$ cat src/rtl/mux_scan_ctrl_pkg.sv
// Shared definitions for the mux scan controller: FSM state codes and sizes.
// Latency: n/a (constants only).
// Backpressure: n/a.
package mux_scan_pkg;

  localparam int CHANNELS = 8;  // mux inputs scanned per pass
  localparam int SEL_W    = 3;  // width of the channel index {s1,s2,s3}
  localparam int CNT_W    = 4;  // settle counter width (SETTLE_CYCLES up to 15)

  // FSM state enumeration, kept as plain 2-bit codes for legacy compatibility.
  localparam logic [1:0] ST_IDLE = 2'd0;
  localparam logic [1:0] ST_WAIT = 2'd1;
  localparam logic [1:0] ST_DONE = 2'd2;

endpackage

$ cat src/rtl/mux_scan_ctrl_if.sv
// Handshake and mux-facing bundle between a scan requester and the scan controller.
// Latency: n/a (wires only).
// Backpressure: none; start is only honoured while the controller is idle.
//
// master: requester side (drives start/abort, supplies mux output y)
// slave : controller side (drives selects, busy/done status and captured data)
interface mux_scan_ctrl_if;
  import mux_scan_pkg::*;

  logic                start;
  logic                abort;
  logic                y;
  logic                s1;
  logic                s2;
  logic                s3;
  logic                busy;
  logic                done;
  logic [CHANNELS-1:0] data;

  modport master (
    output start, abort, y,
    input  s1, s2, s3, busy, done, data
  );

  modport slave (
    input  start, abort, y,
    output s1, s2, s3, busy, done, data
  );

endinterface

$ cat src/rtl/mux_scan_ctrl_settle_counter.sv
// Loadable down-counter that times how long each mux select is held.
// Latency: zero asserts combinationally from the registered count.
// Backpressure: none; load wins over counting, counting stops at zero.
//
// Ports: clk, rst_n; load (in) copies value into the count; en (in) allows
// decrementing; value (in) reload amount; zero (out) count has reached 0.
module settle_counter #(
  parameter int W = 4
) (
  input  logic         clk,
  input  logic         rst_n,
  input  logic         load,
  input  logic         en,
  input  logic [W-1:0] value,
  output logic         zero
);

  logic [W-1:0] cnt;

  always_ff @(posedge clk or negedge rst_n) begin
    if (!rst_n) begin
      cnt <= '0;
    end else if (load) begin
      cnt <= value;
    end else if (en && (cnt != '0)) begin
      cnt <= cnt - W'(1);
    end
  end

  assign zero = (cnt == '0);

endmodule

$ cat src/rtl/mux_scan_ctrl.sv
// Steps an 8:1 mux through all channels, samples y per channel, returns one byte.
// Latency: done/data valid 8*SETTLE_CYCLES+1 cycles after the start edge.
// Backpressure: start ignored unless idle; abort cancels a scan without done.
//
// Ports: clk, rst_n (async, active-low); bus (slave modport): start/abort in,
// y in from the mux, s1..s3 select out, busy/done status out, data[7:0] out
// where data[i] is the sample taken with select = i.
module mux_scan_ctrl
  import mux_scan_pkg::*;
#(
  parameter int SETTLE_CYCLES = 2
) (
  input  logic           clk,
  input  logic           rst_n,
  mux_scan_ctrl_if.slave bus
);

  localparam logic [SEL_W-1:0] LAST_SEL = SEL_W'(CHANNELS - 1);
  localparam logic [CNT_W-1:0] RELOAD   = CNT_W'(SETTLE_CYCLES - 1);

  logic [1:0]          state;
  logic [SEL_W-1:0]    sel;
  logic [CHANNELS-1:0] cap;
  logic [CHANNELS-1:0] data_q;
  logic                busy_q;
  logic                done_q;

  logic in_wait;
  logic sample;
  logic cnt_zero;
  logic cnt_load;

  assign in_wait  = (state == ST_WAIT);
  // abort outranks sampling: a cancelled edge never captures or advances.
  assign sample   = in_wait && !bus.abort && cnt_zero;
  // Reload on scan acceptance and on every channel step except the last.
  assign cnt_load = ((state == ST_IDLE) && bus.start) || (sample && (sel != LAST_SEL));

  settle_counter #(
    .W(CNT_W)
  ) u_settle (
    .clk   (clk),
    .rst_n (rst_n),
    .load  (cnt_load),
    .en    (in_wait),
    .value (RELOAD),
    .zero  (cnt_zero)
  );

  always_ff @(posedge clk or negedge rst_n) begin
    if (!rst_n) begin
      state  <= ST_IDLE;
      sel    <= '0;
      cap    <= '0;
      data_q <= '0;
      busy_q <= 1'b0;
      done_q <= 1'b0;
    end else begin
      case (state)
        ST_IDLE: begin
          if (bus.start) begin
            state  <= ST_WAIT;
            sel    <= '0;
            cap    <= '0;
            busy_q <= 1'b1;
          end
        end
        ST_WAIT: begin
          if (bus.abort) begin
            state  <= ST_IDLE;
            sel    <= '0;
            busy_q <= 1'b0;
          end else if (sample) begin
            if (sel != LAST_SEL) begin
              cap[sel] <= bus.y;
              sel      <= sel + SEL_W'(1);
            end else begin
              // Last channel goes straight into data; cap only holds 0..6.
              data_q <= {bus.y, cap[CHANNELS-2:0]};
              state  <= ST_DONE;
              sel    <= '0;
              busy_q <= 1'b0;
              done_q <= 1'b1;
            end
          end
        end
        ST_DONE: begin
          state  <= ST_IDLE;
          done_q <= 1'b0;
        end
        default: begin
          state  <= ST_IDLE;
          sel    <= '0;
          busy_q <= 1'b0;
          done_q <= 1'b0;
        end
      endcase
    end
  end

  assign bus.s1   = sel[2];
  assign bus.s2   = sel[1];
  assign bus.s3   = sel[0];
  assign bus.busy = busy_q;
  assign bus.done = done_q;
  assign bus.data = data_q;

endmodule

$ cat src/flat_wrapper.sv
// flat-port wrapper written by rule: the top's interface ports become plain ports
module mux_scan_ctrl_flat import mux_scan_pkg::*;
#(
  parameter int SETTLE_CYCLES = 2
)
  (clk, rst_n, bus_start, bus_abort, bus_y, bus_s1, bus_s2, bus_s3, bus_busy, bus_done, bus_data);
  mux_scan_ctrl_if bus_i ();
  input  logic clk;
  input  logic rst_n;
  input wire logic [$bits(bus_i.start)-1:0] bus_start;
  input wire logic [$bits(bus_i.abort)-1:0] bus_abort;
  input wire logic [$bits(bus_i.y)-1:0] bus_y;
  output wire logic [$bits(bus_i.s1)-1:0] bus_s1;
  output wire logic [$bits(bus_i.s2)-1:0] bus_s2;
  output wire logic [$bits(bus_i.s3)-1:0] bus_s3;
  output wire logic [$bits(bus_i.busy)-1:0] bus_busy;
  output wire logic [$bits(bus_i.done)-1:0] bus_done;
  output wire logic [$bits(bus_i.data)-1:0] bus_data;
  assign bus_i.start = bus_start;
  assign bus_i.abort = bus_abort;
  assign bus_i.y = bus_y;
  assign bus_s1 = bus_i.s1;
  assign bus_s2 = bus_i.s2;
  assign bus_s3 = bus_i.s3;
  assign bus_busy = bus_i.busy;
  assign bus_done = bus_i.done;
  assign bus_data = bus_i.data;
  mux_scan_ctrl #(.SETTLE_CYCLES(SETTLE_CYCLES)) u_core (.clk(clk), .rst_n(rst_n), .bus(bus_i));
endmodule
$ cat config.mk
export PLATFORM = sky130hd
export DESIGN_NAME = mux_scan_ctrl_flat
export DESIGN_NICKNAME = d
export VERILOG_FILES = /design/src/rtl/mux_scan_ctrl_pkg.sv /design/src/rtl/mux_scan_ctrl_if.sv /design/src/rtl/mux_scan_ctrl_settle_counter.sv /design/src/rtl/mux_scan_ctrl.sv /design/src/flat_wrapper.sv
export SDC_FILE = /design/constraint.sdc
export NUM_CORES = 1
export LEC_CHECK = 0
export BUFFER_PORTS_ARGS = -buffer_cell sky130_fd_sc_hd__buf_2
export CAP_MARGIN = 40
export CORE_ASPECT_RATIO = 1.5
export CORE_UTILIZATION = 35
export DETAILED_ROUTE_END_ITERATION = 10
export PLACE_DENSITY = 0.55
export SETUP_SLACK_MARGIN = 0.15
export SLEW_MARGIN = 5
export SYNTH_ARGS = -nofsm -noshare
export SYNTH_HDL_FRONTEND = slang
export SYNTH_HIERARCHICAL = 1
export SYNTH_SLANG_ARGS = --single-unit
$ cat constraint.sdc
create_clock -name clk -period 3.05 [get_ports clk]
set_input_delay 0.61 -clock clk [delete_from_list [all_inputs] [get_ports clk]]
set_output_delay 0.61 -clock clk [all_outputs]
set_load 0.05 [all_outputs]
==> results of run 1 <==
logic make-up (layout without fill, tap and decap cells):
group / count (synthesis) / count (layout) / synth area share, %
adders and majority gates: 3 / 3 / 2.83
muxes: 10 / 10 / 8.39
buffers and inverters: 13 / 32 / 4.43
other: 2 / 4 / 0.566
AOI/OAI and AO/OA: 23 / 23 / 13.1
DFF: 26 / 26 / 49.0
and+or+nand+nor: 38 / 38 / 21.7
sequential cells by signal, summed over array words and instances (netlist names):
register / count
u_core/bus.busy: 1
u_core/bus.data: 8
u_core/bus.done: 1
u_core/cap: 7
u_core/sel: 3
u_core/state: 2
u_core/u_settle/cnt: 4
worst reg2reg max path, delay by kind of cell (launching register included):
| family | cells | cell delay, ns |
|---|---|---|
| fa+ha+maj | 1 | 0.23 |
| compound gates | 2 | 0.36 |
| flops | 1 | 0.41 |
| buf+inv | 3 | 0.46 |
| simple gates | 3 | 0.83 |
layer usage:
layer | up-vias | share of wire [%] | routed length [um] | GRT usage, %
met4 | 0 | 0.79 | 20 | 3.95
met3 | 2 | 2.3 | 59 | 1.76
met5 | - | 0 | 0 | 0
met1 | 481 | 43 | 1070 | 16.5
met2 | 11 | 54 | 1360 | 24.7
li1 | 460 | - | - | -
through the flow:
| step | cells | util (%) |
|---|---|---|
| CTS | 179 | 41.5 |
| detailed placement | 175 | 40.0 |
| floorplan | 117 | - |
| global placement | 175 | 40.0 |
| global route | 179 | 41.5 |
| finish | 179 | 41.5 |
cells in the final DEF (no fill, tap or decap), types with 2 or more instances in the layout:
master / count
dfrtp_1: 26
buf_2: 17
inv_1: 9
mux2_2: 9
nor3_1: 7
nor3b_1: 7
clkbuf_8: 4
a221o_1: 4
o21ai_0: 4
nand2_1: 4
and3_1: 4
a211o_1: 4
conb_1: 4
a21oi_1: 3
nand3b_1: 3
ha_1: 3
nand2b_1: 2
nand4bb_1: 2
o22ai_1: 2
worst max-delay path by stage:
| stage | from | end | slack, ns | cells after the start |
|---|---|---|---|---|
| final | u_core/u_settle/cnt[0] | u_core/u_settle/cnt[1] | 0.70 | 9 |
| after global routing | u_core/u_settle/cnt[0] | u_core/u_settle/cnt[1] | 0.53 | 9 |
| after CTS | u_core/u_settle/cnt[0] | u_core/u_settle/cnt[1] | 0.69 | 9 |
| after detailed placement | u_core/u_settle/cnt[0] | u_core/u_settle/cnt[1] | 0.70 | 9 |
| after global placement | u_core/u_settle/cnt[0] | u_core/u_settle/cnt[1] | 0.76 | 9 |
| after floorplan | u_core/sel[1] | u_core/u_settle/cnt[1] | 0.63 | 8 |
power by group through the flow:
stage	Sequential (W)	Clock [W]	Combinational [W]
after floorplan	0.000469	0	0.000185
after global placement	0.000466	0	0.000245
final	0.000462	0.000215	0.000251
after global routing	0.000469	0.000239	0.000280
after CTS	0.000461	0.000229	0.000253
after detailed placement	0.000469	0	0.000253
Yosys cell counts (all sizes together):
master and count:
o31a 1, conb 2, nor3b 8, a21o 1, dfrtp 26, and4b 1
nor4b 1, nand3b 3, or3b 1, or2b 1, inv 10, buf 1
or4 1, nor3 7, nand4b 1, nand4bb 2, nand2b 3, mux2i 1
clkbuf 2, a21boi 1, o21a 1, ha 3, o21ai 4, and3 4
mux2 9, nand2 4, a21oi 3, o211ai 1, nor2 1, a211o 4
a221o 4, o22ai 2, o31ai 1
cell type report:
class	instances	area (sq um)
fillers	368	2130
flip-flops and latches	26	651
multi-input cells	78	626
repair buffers	18	92.6
clock buffers	4	55.1
well taps	43	53.8
inverters	10	37.5
==> out/qor.txt, run 1 <==
Status -> complete, no violations
Post-DP HPWL -> 1.85 mm
Area Overhead vs Synth -> 14.1%
Crit-path leading delay family -> simple AND/OR/NAND/NOR gates
CTS tree -> built
Drt drc -> 0
Final net count -> 145
Top cell by count, worst path -> inv_1
Clock transition at path regs -> 0.09 ns
Clock group share of total power -> 23.2%
Slew @ Worst Pin -> 0.569 ns
Yosys Warn Count -> 6
Drt pass-1 iters -> 4
Pre-CTS setup slack -> 0.698 ns
Crit path capture type -> flip-flop
Synth top area cells -> dfrtp_1 49%, mux2_2 7.6%, nor3b_1 4.0%, a221o_1 3.0%, ha_1 2.8%
RSZ-0062 raised after global routing -> false
Post-synthesis sequential area ratio -> 49.0%
I/O pin count -> 18
Post-CTS Setup Inserts -> 0
Critical Path, Cell by Cell -> inv_1, ha_1, nor3b_2, buf_4, nand4bb_1, a21o_1, inv_1, or4_1, o211ai_2
Vias in the first global route -> 952
Post-DRT Antenna Nets -> 0
Slew headroom -> 62.0%
Setup Viol. Count Final -> 0
Placed cell area -> 0.00146 sq mm
Worst VDD drop -> 0.452 mV
Fin worst setup slack -> 0.697 ns
R2R Path Start -> u_core/u_settle/cnt[0]
Crit path required time -> 3.24 ns
Critical Path AT -> 2.55 ns
Sequential Power Share -> 49.8%
Vias per cell -> 5.33
Layout cells sized above 1 -> 27.2%
Internal Pwr Total -> 0.000629 W
# resized after CTS -> 0
F_max -> 425 MHz
Rows -> 27
Routed wire length per instance -> 14.1 um
Total negative slack -> 0 ns
Leakage power -> 0.799 nW
Worst skew pair latency -> 0.26 ns
Clock root buffer -> clkbuf_8
CTS Buffer Depth -> 2
GRT overflow -> 0
Power per Cell Area -> 612 mW/mm^2
P_sw -> 0.000299 W
CP bufs+invs -> 3
Initial antenna violation count -> 0
Slew Limit Fails -> 0
Synth Area per Inst -> 11.5 sq um
Hold_buf cts -> 0
# diodes -> 0
Skew final -> 0.00782 ns
Synth Instances -> 115
Switching share of total power -> 32.2%
Max stage delay on crit path -> 0.57 ns
GR Util All Layers -> 13.8%
Final Wtd Congestion -> 0.747
Yosys cell types -> 36
Reg2Reg Setup Slack -> 0.70 ns
Max-cap violations -> 0
Final Cycle Share -> 77.2%
RR Endpoint -> u_core/u_settle/cnt[1]
Worst hold path type -> in -> async
DR iter-0 viols -> 21
R2r worst-path depth -> 9
Area leader, netlist -> dfrtp_1
Die Width -> 52.3 um
Share of the synthesized area in the top cell type -> 49.0%
Clock sinks -> 26
Worst-path maximum fanout -> 10
CP startpoint kind -> flip-flop
Number of synthesized register bits -> 26
Final hold vios -> 0
Crit path kind -> reg -> reg
Comb power frac -> 27.0%
IO buf count -> 17
Via count -> 954
First-pass GRT wire length -> 4.31 mm
Synth Cell Area -> 0.00133 sq mm
CP max stage cell -> or4_1
Die Y -> 77.4 um
Largest net degree at the start of global routing -> 27
Final design area excluding fillers -> 0.00152 sq mm
Die area -> 0.00405 sq mm
H-Tree Level Count -> 1
Min Clock Period, post-route -> 2.35 ns
Total wire length -> 2.52 mm
Clock buffer count from CTS -> 3
Initial Util -> 36.4%
CORE AREA -> 0.00365 sq mm
Pwr Total -> 0.000928 W
Hold slack -> 0.331 ns
(Power assumes the default switching activity.)
==> inputs of run 2 (changes only) <==
==> constraint.sdc (replaced) <==
create_clock -name clk -period 2.3 [get_ports clk]
set_input_delay 0.46 -clock clk [delete_from_list [all_inputs] [get_ports clk]]
set_output_delay 0.46 -clock clk [all_outputs]
set_load 0.05 [all_outputs]
==> out/qor.txt, run 2 (synthesis results as in run 1) <==
P_sw -> 0.000413 W (+38%)
Sequential Power Share -> 50.3% (+0.5 points)
RSZ-0062 raised after global routing -> false
Layout cells sized above 1 -> 31.4% (+4.2 points)
Internal Pwr Total -> 0.000812 W (+29%)
Total negative slack -> 0 ns (unchanged)
Die Y -> 77.4 um (unchanged)
Post-DP HPWL -> 1.94 mm (+4.8%)
Final Cycle Share -> 87.3% (+10 points)
Min Clock Period, post-route -> 2.01 ns (-0.345 ns)
CP max stage cell -> or4_1
Power per Cell Area -> 797 mW/mm^2 (+30%)
CTS Buffer Depth -> 2 (unchanged)
First-pass GRT wire length -> 4.59 mm (+6.4%)
Rows -> 27 (unchanged)
Post-CTS Setup Inserts -> 0 (unchanged)
Crit path capture type -> flip-flop
Slew headroom -> 61.7% (-0.30 points)
GR Util All Layers -> 14.9% (+1.1 points)
Die Width -> 52.3 um (unchanged)
CORE AREA -> 0.00365 sq mm (unchanged)
Switching share of total power -> 33.7% (+1.5 points)
Placed cell area -> 0.00149 sq mm (+2.0%)
Final net count -> 146 (+0.69%)
Post-DRT Antenna Nets -> 0 (unchanged)
Drt pass-1 iters -> 3 (-1)
GRT overflow -> 0 (unchanged)
F_max -> 498 MHz (+17%)
Leakage power -> 0.786 nW (-1.6%)
Worst-path maximum fanout -> 10 (unchanged)
Layout Cells excl Fill -> 180 (+0.56%)
Clock sinks -> 26 (unchanged)
Slew @ Worst Pin -> 0.574 ns (+0.00449 ns)
DR iter-0 viols -> 13 (-38%)
CP startpoint kind -> flip-flop
Vias in the first global route -> 1000 (+5.0%)
Commonest non-fill, non-tap cell in the layout -> dfrtp_1
Critical Path AT -> 2.20 ns (-0.35 ns)
Final Wtd Congestion -> 0.754 (+0.86%)
Initial Util -> 36.4% (unchanged)
Vias per cell -> 5.36 (+0.59%)
Area Overhead vs Synth -> 15.7%
Crit path kind -> reg -> reg
Slew Limit Fails -> 0 (unchanged)
Worst skew pair latency -> 0.27 ns (about the same)
# diodes -> 0 (unchanged)
Worst hold path type -> in -> async
Skew final -> 0.00590 ns (-0.00191 ns)
Hold_buf cts -> 0 (unchanged)
Placed cells -> 176 (+0.57%)
CTS tree -> built
Max-cap violations -> 0 (unchanged)
Clock transition at path regs -> 0.09 ns (about the same)
Comb power frac -> 28.1% (+1.1 points)
Most frequent cells in the layout -> 23 x dfrtp_1, 17 x buf_2, 9 x inv_1, 9 x mux2_2
Clock buffer count from CTS -> 3 (unchanged)
Status -> complete, no violations
Clock root buffer -> clkbuf_8
Initial antenna violation count -> 0 (unchanged)
Critical Path, Cell by Cell -> ha_4, ha_2, nand4bb_1, a21o_1, inv_1, or4_1, o211ai_2
H-Tree Level Count -> 1 (unchanged)
Max stage delay on crit path -> 0.57 ns (about the same)
Clock group share of total power -> 21.6% (-1.6 points)
Setup Viol. Count Final -> 0 (unchanged)
Total wire length -> 2.67 mm (+6.1%)
Drt drc -> 0 (unchanged)
Largest net degree at the start of global routing -> 27 (unchanged)
Max reg flops -> 8 (unchanged)
Final hold vios -> 0 (unchanged)
IO buf count -> 17 (unchanged)
Routed wire length per instance -> 14.9 um (+5.5%)
# resized after CTS -> 0 (unchanged)
I/O pin count -> 18 (unchanged)
Worst VDD drop -> 0.394 mV (-13%)
Via count -> 965 (+1.2%)
Final design area excluding fillers -> 0.00154 sq mm (+1.4%)
Crit path required time -> 2.49 ns (-0.75 ns)
Die area -> 0.00405 sq mm (unchanged)
## run 2: changes by cell type in the layout (fill, tap and decap cells not counted)
cell / delta
buf_4: +1
ha_4: +1
clkbuf_8: -1
dfrtp_2: +2
clkbuf_1: +1
ha_1: -2
nor2_2: +1
dfrtp_1: -3
nor2_1: -1
dfrtp_4: +1
ha_2: +1
## run 2: power by group through the flow
| stage | combinational, W | sequential, W | clock [W] |
|---|---|---|---|
| final | 0.000344 | 0.000616 | 0.000265 |
| after global routing | 0.000379 | 0.000626 | 0.000289 |
| after CTS | 0.000347 | 0.000616 | 0.000278 |
| after detailed placement | 0.000345 | 0.000625 | 0 |
| after global placement | 0.000333 | 0.000619 | 0 |
| after floorplan | 0.000246 | 0.000626 | 0 |
## run 2: path summary, 6_finish.rpt
kind / from / end / slack [ns] / cells after the start
worst min register to register: u_core/bus.data[2] / u_core/bus.data[2] / 0.51 / 1
max in group asynchronous: rst_n / u_core/sel[1] / 1.70 / 1
worst max-delay path: u_core/sel[0] / u_core/u_settle/cnt[1] / 0.29 / 7
min in group clk: bus_y / u_core/bus.data[7] / 0.46 / 2
worst min-delay path: rst_n / u_core/u_settle/cnt[3] / 0.17 / 1
worst max register to register: u_core/sel[0] / u_core/u_settle/cnt[1] / 0.29 / 7
## run 2: layout make-up
class                      count  area (sq um)
fill                         367          2110
sequential                    26           657
multi-input combinational     78           643
timing repair buffer          19           100
tap                           43          53.8
clock buffer                   4          45.0
inverter                      10          37.5
## run 2: critical path, delay by kind of cell, from the launching register on
| family | cells | cell delay, ns |
|---|---|---|
| flip-flops | 1 | 0.49 |
| AO/OA/AOI/OAI | 2 | 0.23 |
| buffers and inverters | 1 | 0.13 |
| adder cells (fa/ha/maj) | 2 | 0.36 |
| AND/OR/NAND/NOR | 2 | 0.70 |
## run 2: stage by stage
stage	setup slack [ns]	util (%)	hold WS, ns	power [W]
global placement	0.329	40.8	0.486	0.000952
floorplan	0.177	-	0.164	0.000872
finish	0.292	42.1	0.173	0.00123
detailed placement	0.277	40.8	0.488	0.000970
global route	0.175	42.1	0.225	0.00129
CTS	0.259	42.0	0.195	0.00124
## run 2: layer usage
layer	part of all wire (%)	global-route usage, %	up-vias
met3	2.0	1.18	5
met1	44	17.9	483
li1	-	-	464
met5	0	0	-
met2	52	25.8	13
met4	2.1	7.11	0
==> inputs of run 3 (changes only) <==
--- a/config.mk
+++ b/config.mk
@@ -8,6 +8,7 @@
 export BUFFER_PORTS_ARGS = -buffer_cell sky130_fd_sc_hd__buf_2
 export CAP_MARGIN = 40
 export CORE_ASPECT_RATIO = 1.5
+export CORE_MARGIN = 5
 export CORE_UTILIZATION = 35
 export DETAILED_ROUTE_END_ITERATION = 10
 export PLACE_DENSITY = 0.55
==> constraint.sdc (replaced) <==
create_clock -name clk -period 2.3 [get_ports clk]
set_input_delay 0.69 -clock clk [delete_from_list [all_inputs] [get_ports clk]]
set_output_delay 0.69 -clock clk [all_outputs]
set_load 0.05 [all_outputs]
==> out/qor.txt, run 3 (synthesis results as in run 1) <==
Pwr Total -> 0.00122 W (-0.68%)
Final Cycle Share -> 87.4% (+0.14 points)
Post-DP HPWL -> 2.02 mm (+4.1%)
Finished Core Util -> 41.7% (-0.45 points)
Vias in the first global route -> 992 (-0.80%)
Clock root buffer -> clkbuf_8
CP max stage cell -> dfrtp_4
Slew Limit Fails -> 0 (unchanged)
Commonest non-fill, non-tap cell in the layout -> dfrtp_1
Total wire length -> 2.71 mm (+1.2%)
F_max -> 497 MHz (-0.16%)
Critical Path, Cell by Cell -> ha_4, ha_2, nand4bb_1, a21o_1, inv_1, nor3_1, a221o_1
Clock buffer count from CTS -> 3 (unchanged)
Die area -> 0.00515 sq mm (+27%)
Rows -> 27 (unchanged)
Total negative slack -> 0 ns (unchanged)
Hold slack -> 0.409 ns (+0.236 ns)
DR iter-0 viols -> 9 (-4)
Worst-path maximum fanout -> 10 (unchanged)
# resized after CTS -> 0 (unchanged)
CORE AREA -> 0.00368 sq mm (+0.93%)
Area Overhead vs Synth -> 15.6%
Initial Util -> 36.1% (-0.33 points)
CP startpoint kind -> flip-flop
GR Util All Layers -> 11.7% (-3.2 points)
Layout cells sized above 1 -> 30.7% (-0.73 points)
Crit path required time -> 2.45 ns (-0.04 ns)
Power per Cell Area -> 793 mW/mm^2 (-0.52%)
IO buf count -> 17 (unchanged)
Post-DRT Antenna Nets -> 0 (unchanged)
CTS tree -> built
R2R Path Start -> u_core/sel[1]
Setup Viol. Count Final -> 0 (unchanged)
Worst skew pair latency -> 0.27 ns (about the same)
Drt pass-1 iters -> 4 (+1)
CTS Buffer Depth -> 2 (unchanged)
Hold_buf cts -> 0 (unchanged)
Final hold vios -> 0 (unchanged)
Reg2Reg Setup Slack -> 0.29 ns (about the same)
R2r worst-path depth -> 7 (unchanged)
Critical Path AT -> 2.16 ns (-0.04 ns)
Worst VDD drop -> 0.427 mV (+8.3%)
Max reg flops -> 8 (unchanged)
Max stage delay on crit path -> 0.54 ns (-0.03 ns)
Worst hold path type -> in -> async
Clock transition at path regs -> 0.09 ns (about the same)
Most frequent cells in the layout -> 23 x dfrtp_1, 17 x buf_2, 9 x inv_1, 9 x mux2_2
RR Endpoint -> u_core/u_settle/cnt[3]
Drt drc -> 0 (unchanged)
Final Wtd Congestion -> 0.723 (-4.0%)
Die Width -> 60.3 um (+15%)
Clock sinks -> 26 (unchanged)
Leakage power -> 0.786 nW (about the same)
GRT overflow -> 0 (unchanged)
Via count -> 952 (-1.3%)
First-pass GRT wire length -> 4.62 mm (+0.76%)
Routed wire length per instance -> 15.0 um (+1.2%)
# diodes -> 0 (unchanged)
Max-cap violations -> 0 (unchanged)
Final net count -> 146 (unchanged)
I/O pin count -> 18 (unchanged)
Crit path kind -> reg -> reg
Slew headroom -> 62.0% (+0.22 points)
Status -> complete, no violations
Skew final -> 0.00522 ns (-0.000685 ns)
Largest net degree at the start of global routing -> 27 (unchanged)
CP bufs+invs -> 1 (unchanged)
Crit-path leading delay family -> flip-flops
RSZ-0062 raised after global routing -> false
H-Tree Level Count -> 1 (unchanged)
Vias per cell -> 5.29 (-1.3%)
Crit path capture type -> flip-flop
Post-CTS Setup Inserts -> 0 (unchanged)
Min Clock Period, post-route -> 2.01 ns (+0.00327 ns)
Initial antenna violation count -> 0 (unchanged)
Slew @ Worst Pin -> 0.571 ns (-0.00324 ns)
Die Y -> 85.4 um (+10%)
-- run 3: cell counts in the layout (fill, tap and decap cells not counted) --
Identical to the previous run, type by type.
-- run 3: metal layers --
layer / global-route usage, % / wire length (um) / up-vias
met5: 0 / 0 / -
met4: 5.04 / 59 / 0
met3: 1.67 / 77 / 6
met2: 18.9 / 1380 / 17
met1: 15.2 / 1190 / 467
li1: - / - / 462
-- run 3: how the worst max path moves through the flow --
| stage | start | endpoint | slack (ns) | depth (start not counted) |
|---|---|---|---|---|
| detailed placement | u_core/sel[1] | u_core/u_settle/cnt[3] | 0.30 | 7 |
| finish | u_core/sel[1] | u_core/u_settle/cnt[3] | 0.29 | 7 |
| global placement | u_core/u_settle/cnt[0] | u_core/cap[1] | 0.34 | 7 |
| CTS | u_core/sel[1] | u_core/u_settle/cnt[3] | 0.28 | 7 |
| global route | u_core/u_settle/cnt[0] | u_core/cap[4] | 0.16 | 7 |
| floorplan | u_core/sel[0] | u_core/u_settle/cnt[1] | 0.18 | 8 |
-- run 3: through the flow --
step / worst slack, ns / std cells / instance area, sq um
after detailed placement: 0.301 / 176 / 1490
final: 0.289 / 180 / 1530
after global placement: 0.344 / 176 / 1490
after global routing: 0.155 / 180 / 1530
after CTS: 0.279 / 180 / 1530
after floorplan: 0.177 / 117 / 1360
-- run 3: worst reg2reg max path: stages (launching register included) --
cell and delay, ns:
dfrtp_4 0.54, ha_4 0.17, ha_2 0.19, nand4bb_1 0.19
a21o_1 0.18, inv_1 0.21, nor3_1 0.09, a221o_1 0.33
-- run 3: where the power goes --
group / switching (W) / internal [W]
clock: 0.000136 / 0.000124
combinational: 0.000189 / 0.000157
sequential: 0.0000796 / 0.000532
total: 0.000405 / 0.000812
-- run 3: final cells by class --
cell class                      instances  area [sq um]
Clock buffer                            4          45.0
Fill cell                             364          2150
Inverter                               10          37.5
Multi-Input combinational cell         78           641
Sequential cell                        26           657
Tap cell                               43          53.8
Timing Repair Buffer                   19           100
